**src/rtl/packet_buf_sched.sv**
```systemverilog
// Purpose: rotates three packet buffers between the snooper, the CPU and the forwarder in strict arrival order.
// Latency: each pulse takes effect at the next clk edge; new grants are visible in the cycle after that edge.
// Backpressure: sn_grant stays low while all three buffers are busy; pulses that arrive while their grant is low are ignored.
module packet_buf_sched #(
  parameter int ADDR_WIDTH = 10
) (
  input  logic                  clk,
  input  logic                  rst,
  output logic                  sn_grant,
  output logic [1:0]            sn_sel,
  input  logic                  sn_done,
  input  logic [ADDR_WIDTH+3:0] sn_len,
  output logic                  cpu_grant,
  output logic [1:0]            cpu_sel,
  output logic [ADDR_WIDTH+3:0] cpu_len,
  input  logic                  cpu_accept,
  input  logic                  cpu_reject,
  output logic                  fwd_grant,
  output logic [1:0]            fwd_sel,
  output logic [ADDR_WIDTH+3:0] fwd_len,
  input  logic                  fwd_done,
  output logic [31:0]           n_accept,
  output logic [31:0]           n_reject
);

  localparam int LW = ADDR_WIDTH + 4;

  typedef enum logic [1:0] {
    BUF_EMPTY  = 2'd0,
    BUF_READY  = 2'd1,
    BUF_ACCEPT = 2'd2,
    BUF_SKIP   = 2'd3
  } buf_state_t;

  buf_state_t        state_q [3];
  buf_state_t        state_d [3];
  logic [LW-1:0]     len_q   [3];
  logic [1:0]        sn_ptr;
  logic [1:0]        cpu_ptr;
  logic [1:0]        fwd_ptr;
  logic [31:0]       accept_cnt;
  logic [31:0]       reject_cnt;

  buf_state_t        sn_st;
  buf_state_t        cpu_st;
  buf_state_t        fwd_st;

  logic              sn_fire;
  logic              sn_zero;
  logic              cpu_acc_fire;
  logic              cpu_rej_fire;
  logic              cpu_pass;
  logic              fwd_fire;
  logic              fwd_pass;
  logic [1:0]        rej_inc;

  // Pointers walk 0 -> 1 -> 2 -> 0.
  function automatic logic [1:0] ring_next(input logic [1:0] p);
    return (p == 2'd2) ? 2'd0 : p + 2'd1;
  endfunction

  // Explicit 3-way mux keeps pointer value 3 (never reached) well defined.
  function automatic buf_state_t state_at(input logic [1:0] p, input buf_state_t s0,
                                          input buf_state_t s1, input buf_state_t s2);
    case (p)
      2'd0:    return s0;
      2'd1:    return s1;
      2'd2:    return s2;
      default: return BUF_EMPTY;
    endcase
  endfunction

  function automatic logic [LW-1:0] len_at(input logic [1:0] p, input logic [LW-1:0] l0,
                                           input logic [LW-1:0] l1, input logic [LW-1:0] l2);
    case (p)
      2'd0:    return l0;
      2'd1:    return l1;
      2'd2:    return l2;
      default: return '0;
    endcase
  endfunction

  // Grant/select/length decode from registers only (reset forces the grants low).
  always_comb begin
    sn_st     = state_at(sn_ptr,  state_q[0], state_q[1], state_q[2]);
    cpu_st    = state_at(cpu_ptr, state_q[0], state_q[1], state_q[2]);
    fwd_st    = state_at(fwd_ptr, state_q[0], state_q[1], state_q[2]);
    sn_grant  = !rst && (sn_st  == BUF_EMPTY);
    cpu_grant = !rst && (cpu_st == BUF_READY);
    fwd_grant = !rst && (fwd_st == BUF_ACCEPT);
    sn_sel    = sn_ptr;
    cpu_sel   = cpu_ptr;
    fwd_sel   = fwd_ptr;
    cpu_len   = len_at(cpu_ptr, len_q[0], len_q[1], len_q[2]);
    fwd_len   = len_at(fwd_ptr, len_q[0], len_q[1], len_q[2]);
    n_accept  = accept_cnt;
    n_reject  = reject_cnt;
  end

  // Qualify agent pulses with their grants; reject wins over a simultaneous accept.
  always_comb begin
    sn_zero      = (sn_len == '0);
    sn_fire      = sn_done && sn_grant;
    cpu_rej_fire = cpu_reject && cpu_grant;
    cpu_acc_fire = cpu_accept && !cpu_reject && cpu_grant;
    // A zero-length packet is already SKIP when the CPU pointer reaches it, so
    // the CPU pointer steps over it. When cpu_ptr == sn_ptr the SKIP buffer is
    // one the CPU already decided on (ring full), so it must stay put.
    cpu_pass     = (cpu_st == BUF_SKIP) && (cpu_ptr != sn_ptr);
    fwd_fire     = fwd_done && fwd_grant;
    fwd_pass     = (fwd_st == BUF_SKIP);
    rej_inc      = {1'b0, sn_fire && sn_zero} + {1'b0, cpu_rej_fire};
  end

  // Next state per buffer; the three agents always own distinct buffers.
  always_comb begin
    for (int i = 0; i < 3; i++) begin
      state_d[i] = state_q[i];
      if (sn_fire && (sn_ptr == 2'(i))) begin
        state_d[i] = sn_zero ? BUF_SKIP : BUF_READY;
      end
      if (cpu_rej_fire && (cpu_ptr == 2'(i))) begin
        state_d[i] = BUF_SKIP;
      end else if (cpu_acc_fire && (cpu_ptr == 2'(i))) begin
        state_d[i] = BUF_ACCEPT;
      end
      if ((fwd_fire || fwd_pass) && (fwd_ptr == 2'(i))) begin
        state_d[i] = BUF_EMPTY;
      end
    end
  end

  // Buffer states, lengths, pointers and counters.
  always_ff @(posedge clk) begin
    if (rst) begin
      for (int i = 0; i < 3; i++) begin
        state_q[i] <= BUF_EMPTY;
        len_q[i]   <= '0;
      end
      sn_ptr     <= 2'd0;
      cpu_ptr    <= 2'd0;
      fwd_ptr    <= 2'd0;
      accept_cnt <= '0;
      reject_cnt <= '0;
    end else begin
      for (int i = 0; i < 3; i++) begin
        state_q[i] <= state_d[i];
        if (sn_fire && !sn_zero && (sn_ptr == 2'(i))) begin
          len_q[i] <= sn_len;
        end
      end
      if (sn_fire) begin
        sn_ptr <= ring_next(sn_ptr);
      end
      if (cpu_rej_fire || cpu_acc_fire || cpu_pass) begin
        cpu_ptr <= ring_next(cpu_ptr);
      end
      if (fwd_fire || fwd_pass) begin
        fwd_ptr <= ring_next(fwd_ptr);
      end
      if (cpu_acc_fire) begin
        accept_cnt <= accept_cnt + 32'd1;
      end
      reject_cnt <= reject_cnt + 32'(rej_inc);
    end
  end

endmodule

```
**config.mk**
```make
export PLATFORM = sky130hd
export DESIGN_NAME = packet_buf_sched
export DESIGN_NICKNAME = d
export VERILOG_FILES = /design/src/rtl/packet_buf_sched.sv
export SDC_FILE = /design/constraint.sdc
export NUM_CORES = 1
export LEC_CHECK = 0
export CORE_ASPECT_RATIO = 0.8
export CORE_MARGIN = 3
export CORE_UTILIZATION = 24
export CTS_CLUSTER_SIZE = 28
export DETAILED_ROUTE_END_ITERATION = 12
export PLACE_DENSITY = 0.53
export SYNTH_ARGS = -nofsm -noshare
export SYNTH_HDL_FRONTEND = slang
export SYNTH_SLANG_ARGS = --single-unit
export TNS_END_PERCENT = 20
```
**constraint.sdc**
```tcl
create_clock -name clk -period 3.5 [get_ports clk]
set_clock_uncertainty 0.15 [all_clocks]
set_input_delay 0.525 -clock clk [delete_from_list [all_inputs] [get_ports clk]]
set_output_delay 0.525 -clock clk [all_outputs]
set_load 0.1 [all_outputs]
```
==> key figures, run 1 <==
Die
  – DIE AREA: 25500 um2
  – Initial core utilization: 0.248
  – Die width: 178 um
  – Core box area: 22900 um2
  – I/O pin total: 121
  – Die height: 143 um
  – FP Rows: 49

Yosys
  – Synth Area in Simple Gates: 0.246
  – Post-synthesis cell type count: 51
  – Syn_nets: 630
  – Compound-Gate Fraction of Synth Area: 0.0898
  – Largest family of logic cells by synthesized area: simple AND/OR/NAND/NOR gates
  – Mean area per synthesized cell: 9.34 um2
  – Yosys synthesis warning count: 0
  – Post-synthesis share of cell area spent on xor and xnor gates: 0.0741
  – Post-synth top area share: 0.268
  – Cell type with the highest aggregate area in the netlist: dfxtp_1
  – Adder-cell share of the synthesized area: 0.00794
  – Seq/Total Area, Yosys: 0.491
  – Synth top cells by count: 77 x nor2_1, 76 x dfxtp_1, 56 x nand2_1
  – Mux share of post-synthesis cell area: 0.0607
  – Post-synth EDFFs: 42
  – Synth Flop Type: dfxtp_1
  – Most numerous cell in the Yosys netlist: nor2_1
  – Ys async rst share: 0
  – #FFs+latches synth: 118
  – Top cells by area, synth: dfxtp_1 27%, edfxtp_1 22%, mux2i_1 5.5%, nor2_1 5.1%, xor2_1 4.2%
  – Post-Syn Area: 5670 um2
  – Mapped Cells: 607

Place
  – Port buffer count: 120
  – Placed Area: 7590 um2
  – GPL Wtd Cong: 0.760
  – Dpl cells: 1025
  – DP HPWL: 11300 um

Clocking
  – Root buf cell: clkbuf_16
  – Clock tree from TritonCTS: yes
  – Sink Count: 118
  – Post-CTS Setup Repair Bufs: 0
  – CTS buffer count: 17
  – Worst-Skew Late Latency: 420 ps
  – CTS Hold Bufs: 0
  – Clock-pin slew on the worst setup and hold paths: 60 ps
  – H-tree Lvls: 4
  – Post_cts resized: 0
  – Max clock buf depth: 2

Timing
  – Final hold slack: 351 ps
  – # setup viols final: 0
  – Count of pins over their slew limit: 0
  – Period utilization: 0.913
  – Fmax: 313 MHz
  – Fin. Hold Viols: 0
  – Max_slew headroom: 0.342
  – Min Tclk post-route: 3200 ps
  – Worst slew pin tran: 984 ps
  – RSZ-0062 raised after global routing: false

Worst setup path
  – Critical Path AT: 3330 ps
  – CP max-delay cell: or3_4
  – Data required, critical path: 3630 ps
  – Maximum fanout along the worst path: 11
  – Top delay family on crit path: simple AND/OR/NAND/NOR gates
  – Worst Path Buf+Inv: 2
  – CP max stage delay: 440 ps
  – Startpoint types: flip-flop
  – Top cell by count, worst path: nand4_1
  – Critical path class: reg -> reg
  – CP endpoint kind: flip-flop
  – Crit path cell chain: mux2i_4 -> o21ai_0 -> or3_4 -> clkinvlp_4 -> nand2_2 -> fa_2 -> inv_2 -> ha_4 -> nand4_1 -> nor2_4 -> nand4_1 -> xor2_1 -> nor2_1

Routing
  – Detail Route Antenna Nets: 0
  – WL per Instance: 15.0 um
  – Final wirelength: 15900 um
  – Iter 0 DRT Violations: 195
  – Via-to-Cell Ratio: 4.55
  – Via count: 4805
  – # DRC: 0
  – 1st-pass router iterations: 5

Cells and area
  – Multi-input gate area: 2770 um2
  – Antenna diode count: 0
  – Fillcell total: 2305
  – Total Nets Final: 761
  – Post-route cell area: 8170 um2
  – Seq. cell area: 2800 um2
  – Layout cells sized above 1: 0.188
  – Synthesis-to-finish area growth: 44.2%
  – Fin cells: 1057

Global routing
  – GRT Residual Overflow: 0
  – Met3 Use GR: 0.0357
  – Grt peak-use layer: met2
  – Initial antenna violation count: 0
  – Vias in the first global route: 4589
  – Largest net degree at the start of global routing: 70
  – Met2 Use GR: 0.194
  – First-pass GRT wire length: 25400 um
  – All-Layer GR Usage: 0.128
  – Met1 Track Usage GR: 0.179

Pwr
  – Leak Pwr: 2.76 nW
  – Overall power: 0.00384 W
  – Peak VDD IR: 0.307 mV
  – Pwr Density: 470 nW/um2

Job
  – Max_cap viols: 0

Worst hold path
  – Worst hold path type: reg -> reg

Run status
  – Status: completed
final cells by class:
class | instances | area share
clock buffer | 17 | 0.0520
clock inverter | 15 | 0.0194
inverter | 12 | 0.00597
multi-input combinational | 446 | 0.339
sequential | 118 | 0.342
tap | 306 | 0.0468
timing repair buffer | 143 | 0.194
kinds of logic after synthesis:
group,count (synthesis)
adders and majority gates,3
buffers and inverters,43
and+or+nand+nor,277
xor gates and xnor gates,48
AOI/OAI and AO/OA,85
DFF,118
muxes,33
where the power goes:
group          internal (W)  switching [W]  total, W
Sequential          0.00146      0.0000253   0.00148
Combinational      0.000198       0.000422  0.000620
Clock               0.00101       0.000728   0.00174
tightest hold or removal path, delay by kind of cell, from the launching register on:
family / cells / cell delay [ps]
flops: 1 / 330
compound gates: 2 / 120
registers in the layout, indices dropped and copies added, names as in the netlist:
| register | flops |
|---|---|
| n_accept | 32 |
| fwd_sel | 2 |
| n_reject | 32 |
| cpu_sel | 2 |
| state_q | 6 |
| len_q | 42 |
| sn_sel | 2 |
cell usage in the layout, fill, tap and decap left out, types with 2 or more instances in the layout:
master	instances
nor2_1	76
dfxtp_1	72
clkdlybuf4s50_1	57
nand2_1	55
buf_4	55
edfxtp_1	42
mux2i_1	31
buf_12	30
xor2_1	27
nand3_1	24
nand4_1	24
o21ai_1	23
o21ai_0	23
xnor2_1	21
a21oi_1	20
nor4_1	18
clkbuf_16	17
and2_1	15
nor3_1	13
or3_1	13
inv_1	10
and4_1	8
nor2b_1	6
and3_1	6
inv_6	5
clkinvlp_4	4
inv_8	4
a31oi_1	3
nand3b_1	3
nand2b_1	3
o31a_1	3
dfxtp_4	3
o21bai_1	2
nand3_2	2
clkinv_4	2
stage by stage:
stage,worst slack (ps),utilization,setup TNS (ps)
global route,39.0,0.357,0
floorplan,-557,-,-10960
CTS,277,0.357,0
global placement,-143,0.332,-701
finish,303,0.357,0
detailed placement,-132,0.332,-882
metal layers:
layer | vias to the layer above | share of wire
met5 | - | 0
met1 | 2263 | 0.49
li1 | 2443 | -
met2 | 90 | 0.46
met3 | 9 | 0.043
met4 | 0 | 0.0074
worst paths after layout:
| path | from | to | slack (ps) | cells past startpoint |
|---|---|---|---|---|
| setup / recovery | cpu_sel[1]$_SDFFE_PP0P_ | n_reject[30]$_SDFF_PP0_ | 300 | 13 |
| setup reg to reg | cpu_sel[1]$_SDFFE_PP0P_ | n_reject[30]$_SDFF_PP0_ | 300 | 13 |
| hold reg to reg | n_accept[20]$_SDFFE_PP0P_ | n_accept[20]$_SDFFE_PP0P_ | 350 | 2 |
| hold / removal | n_accept[20]$_SDFFE_PP0P_ | n_accept[20]$_SDFFE_PP0P_ | 350 | 2 |
Power figures use the tool's default switching activity.
==> inputs of run 2 (changes only) <==
CELL_PAD_IN_SITES_DETAIL_PLACEMENT = 0   (was unset)
CELL_PAD_IN_SITES_GLOBAL_PLACEMENT = 1   (was unset)
PLACE_DENSITY = 0.63   (was 0.53)
==> run 2 against run 1 <==
  * Clock power rose by 8%
  * Largest cell class unchanged
  * Die area is the same
  * Core utilization grew 0.28 points
  * Combinational power is essentially flat
  * Hold slack worse by 0.78 ps
  * Critical endpoint is now n_reject[18]$_SDFF_PP0_
  * Critical path depth increased by 1
  * Register-to-register slack hardly changed
  * Sequential power about the same
  * Sequential share of layout area shrank 0.27 points
==> key figures, run 2 (synthesis results as in run 1) <==
Run status
  – Status: completed

Routing
  – Via count: 4818 (+0.27%)
  – # DRC: 0 (unchanged)
  – 1st-pass router iterations: 4 (-1)
  – Iter 0 DRT Violations: 257 (+32%)
  – WL per Instance: 15.5 um (+3.6%)
  – Via-to-Cell Ratio: 4.55 (about the same)
  – Detail Route Antenna Nets: 0 (unchanged)
  – Final wirelength: 16500 um (+3.8%)

Pwr
  – Overall power: 0.00399 W (+3.9%)
  – Pwr Density: 484 nW/um2 (+3.0%)
  – Leak Pwr: 2.81 nW (+1.8%)
  – Peak VDD IR: 0.268 mV (-13%)

Global routing
  – Initial antenna violation count: 0 (unchanged)
  – Vias in the first global route: 4791 (+4.4%)
  – Largest net degree at the start of global routing: 70 (unchanged)
  – All-Layer GR Usage: 0.131 (+0.00361)
  – GRT Residual Overflow: 0 (unchanged)
  – First-pass GRT wire length: 26100 um (+3.0%)

Clocking
  – Max clock buf depth: 2 (unchanged)
  – H-tree Lvls: 4 (unchanged)
  – Clock tree from TritonCTS: yes
  – CTS Hold Bufs: 0 (unchanged)
  – Worst-Skew Late Latency: 420 ps (about the same)
  – Clock-pin slew on the worst setup and hold paths: 60 ps (about the same)
  – CTS buffer count: 17 (unchanged)
  – Root buf cell: clkbuf_16
  – Post-CTS Setup Repair Bufs: 0 (unchanged)
  – Sink Count: 118 (unchanged)
  – Post_cts resized: 0 (unchanged)

Timing
  – Final hold slack: 350 ps (-0.780 ps)
  – Fin. Hold Viols: 0 (unchanged)
  – Worst slew pin tran: 981 ps (-2.59 ps)
  – # setup viols final: 0 (unchanged)
  – Count of pins over their slew limit: 0 (unchanged)
  – RSZ-0062 raised after global routing: false
  – Setup TNS: 0 ps (unchanged)
  – Max_slew headroom: 0.344 (+0.00173)
  – Period utilization: 0.911 (-0.00231)
  – Min Tclk post-route: 3190 ps (-8.08 ps)
  – Fmax: 314 MHz (+0.25%)

Place
  – GPL Wtd Cong: 0.729 (-4.0%)
  – Dpl cells: 1027 (+0.20%)
  – DP HPWL: 11600 um (+3.1%)
  – Port buffer count: 120 (unchanged)

Die
  – Die height: 143 um (unchanged)
  – Core box area: 22900 um2 (unchanged)
  – Initial core utilization: 0.248 (unchanged)
  – I/O pin total: 121 (unchanged)
  – DIE AREA: 25500 um2 (unchanged)
  – FP Rows: 49 (unchanged)
  – Die width: 178 um (unchanged)

Cells and area
  – Total Nets Final: 763 (+0.26%)
  – Fillcell total: 2305 (unchanged)
  – Layout cells sized above 1: 0.193 (+0.00481)
  – Highest-count cells in the layout ignoring fill and taps: 76 x nor2_1, 72 x dfxtp_1, 59 x buf_4
  – Post-layout util: 0.360 (+0.00285)
  – Seq. cell area: 2800 um2 (unchanged)
  – Synthesis-to-finish area growth: 45.3%
  – Commonest non-fill, non-tap cell in the layout: nor2_1
  – Biggest register: len_q
  – Multi-input gate area: 2770 um2 (unchanged)
  – Fin cells: 1059 (+0.19%)
  – Antenna diode count: 0 (unchanged)
  – Largest register FFs: 42 (unchanged)

Worst setup path
  – Crit path cell chain: mux2i_4 -> o21ai_0 -> or3_4 -> clkinvlp_4 -> nand2_2 -> fa_2 -> inv_2 -> ha_4 -> nand4_1 -> nor2_4 -> buf_4 -> nand4_1 -> xor2_1 -> nor2_1
  – Critical path class: reg -> reg
  – Top delay family on crit path: simple AND/OR/NAND/NOR gates
  – CP max-delay cell: dfxtp_4
  – CP endpoint kind: flip-flop
  – Maximum fanout along the worst path: 11 (unchanged)
  – Critical Path AT: 3320 ps (about the same)
  – Top cell by count, worst path: nand4_1
  – Data required, critical path: 3630 ps (about the same)
  – Worst Path Buf+Inv: 3 (+1)
  – Startpoint types: flip-flop
  – CP max stage delay: 430 ps (about the same)

Job
  – Max_cap viols: 0 (unchanged)

Worst hold path
  – Worst hold path type: reg -> reg
-- run 2: metrics by stage --
| stage | setup slack, ps | cell area [um2] |
|---|---|---|
| final | 311 | 8240 |
| after global routing | 36.9 | 8240 |
| after CTS | 282 | 8240 |
| after detailed placement | -93.9 | 7600 |
| after global placement | -76.7 | 7600 |
| after floorplan | -557 | 5770 |
-- run 2: path summary, 6_finish.rpt --
kind                             startpoint                   endpoint  slack (ps)  depth (start not counted)
setup / recovery    cpu_sel[1]$_SDFFE_PP0P_    n_reject[18]$_SDFF_PP0_         310                         14
hold / removal    n_accept[20]$_SDFFE_PP0P_  n_accept[20]$_SDFFE_PP0P_         350                          2
hold reg to reg   n_accept[20]$_SDFFE_PP0P_  n_accept[20]$_SDFFE_PP0P_         350                          2
setup reg to reg    cpu_sel[1]$_SDFFE_PP0P_    n_reject[18]$_SDFF_PP0_         310                         14
-- run 2: power breakdown --
part           leakage (nW)  internal, W  switching (W)
sequential             1.05      0.00146      0.0000260
clock                 0.313      0.00121       0.000669
combinational          1.45     0.000198       0.000425
total                  2.81      0.00287        0.00112
-- run 2: layer usage --
metal / share of wire / up-vias / GRT usage
li1: - / 2447 / -
met1: 0.48 / 2274 / 0.171
met2: 0.46 / 82 / 0.210
met3: 0.044 / 15 / 0.0383
met4: 0.013 / 0 / 0.0434
met5: 0 / - / 0
-- run 2: layout make-up --
type                    count  area share
well taps                 306      0.0465
clock buffers              20      0.0580
flip-flops and latches    118       0.339
inverters                  12     0.00592
multi-input cells         446       0.337
clock inverters            12      0.0196
repair buffers            145       0.194
-- run 2: worst reg2reg max path, delay by kind of cell, from the launching register on --
family	cells	cell delay (ps)
AND/OR/NAND/NOR	6	1020
adder cells (fa/ha/maj)	2	480
flip-flops	1	430
buffers and inverters	3	350
multiplexers	1	300
AO/OA/AOI/OAI	1	160
XOR/XNOR	1	150
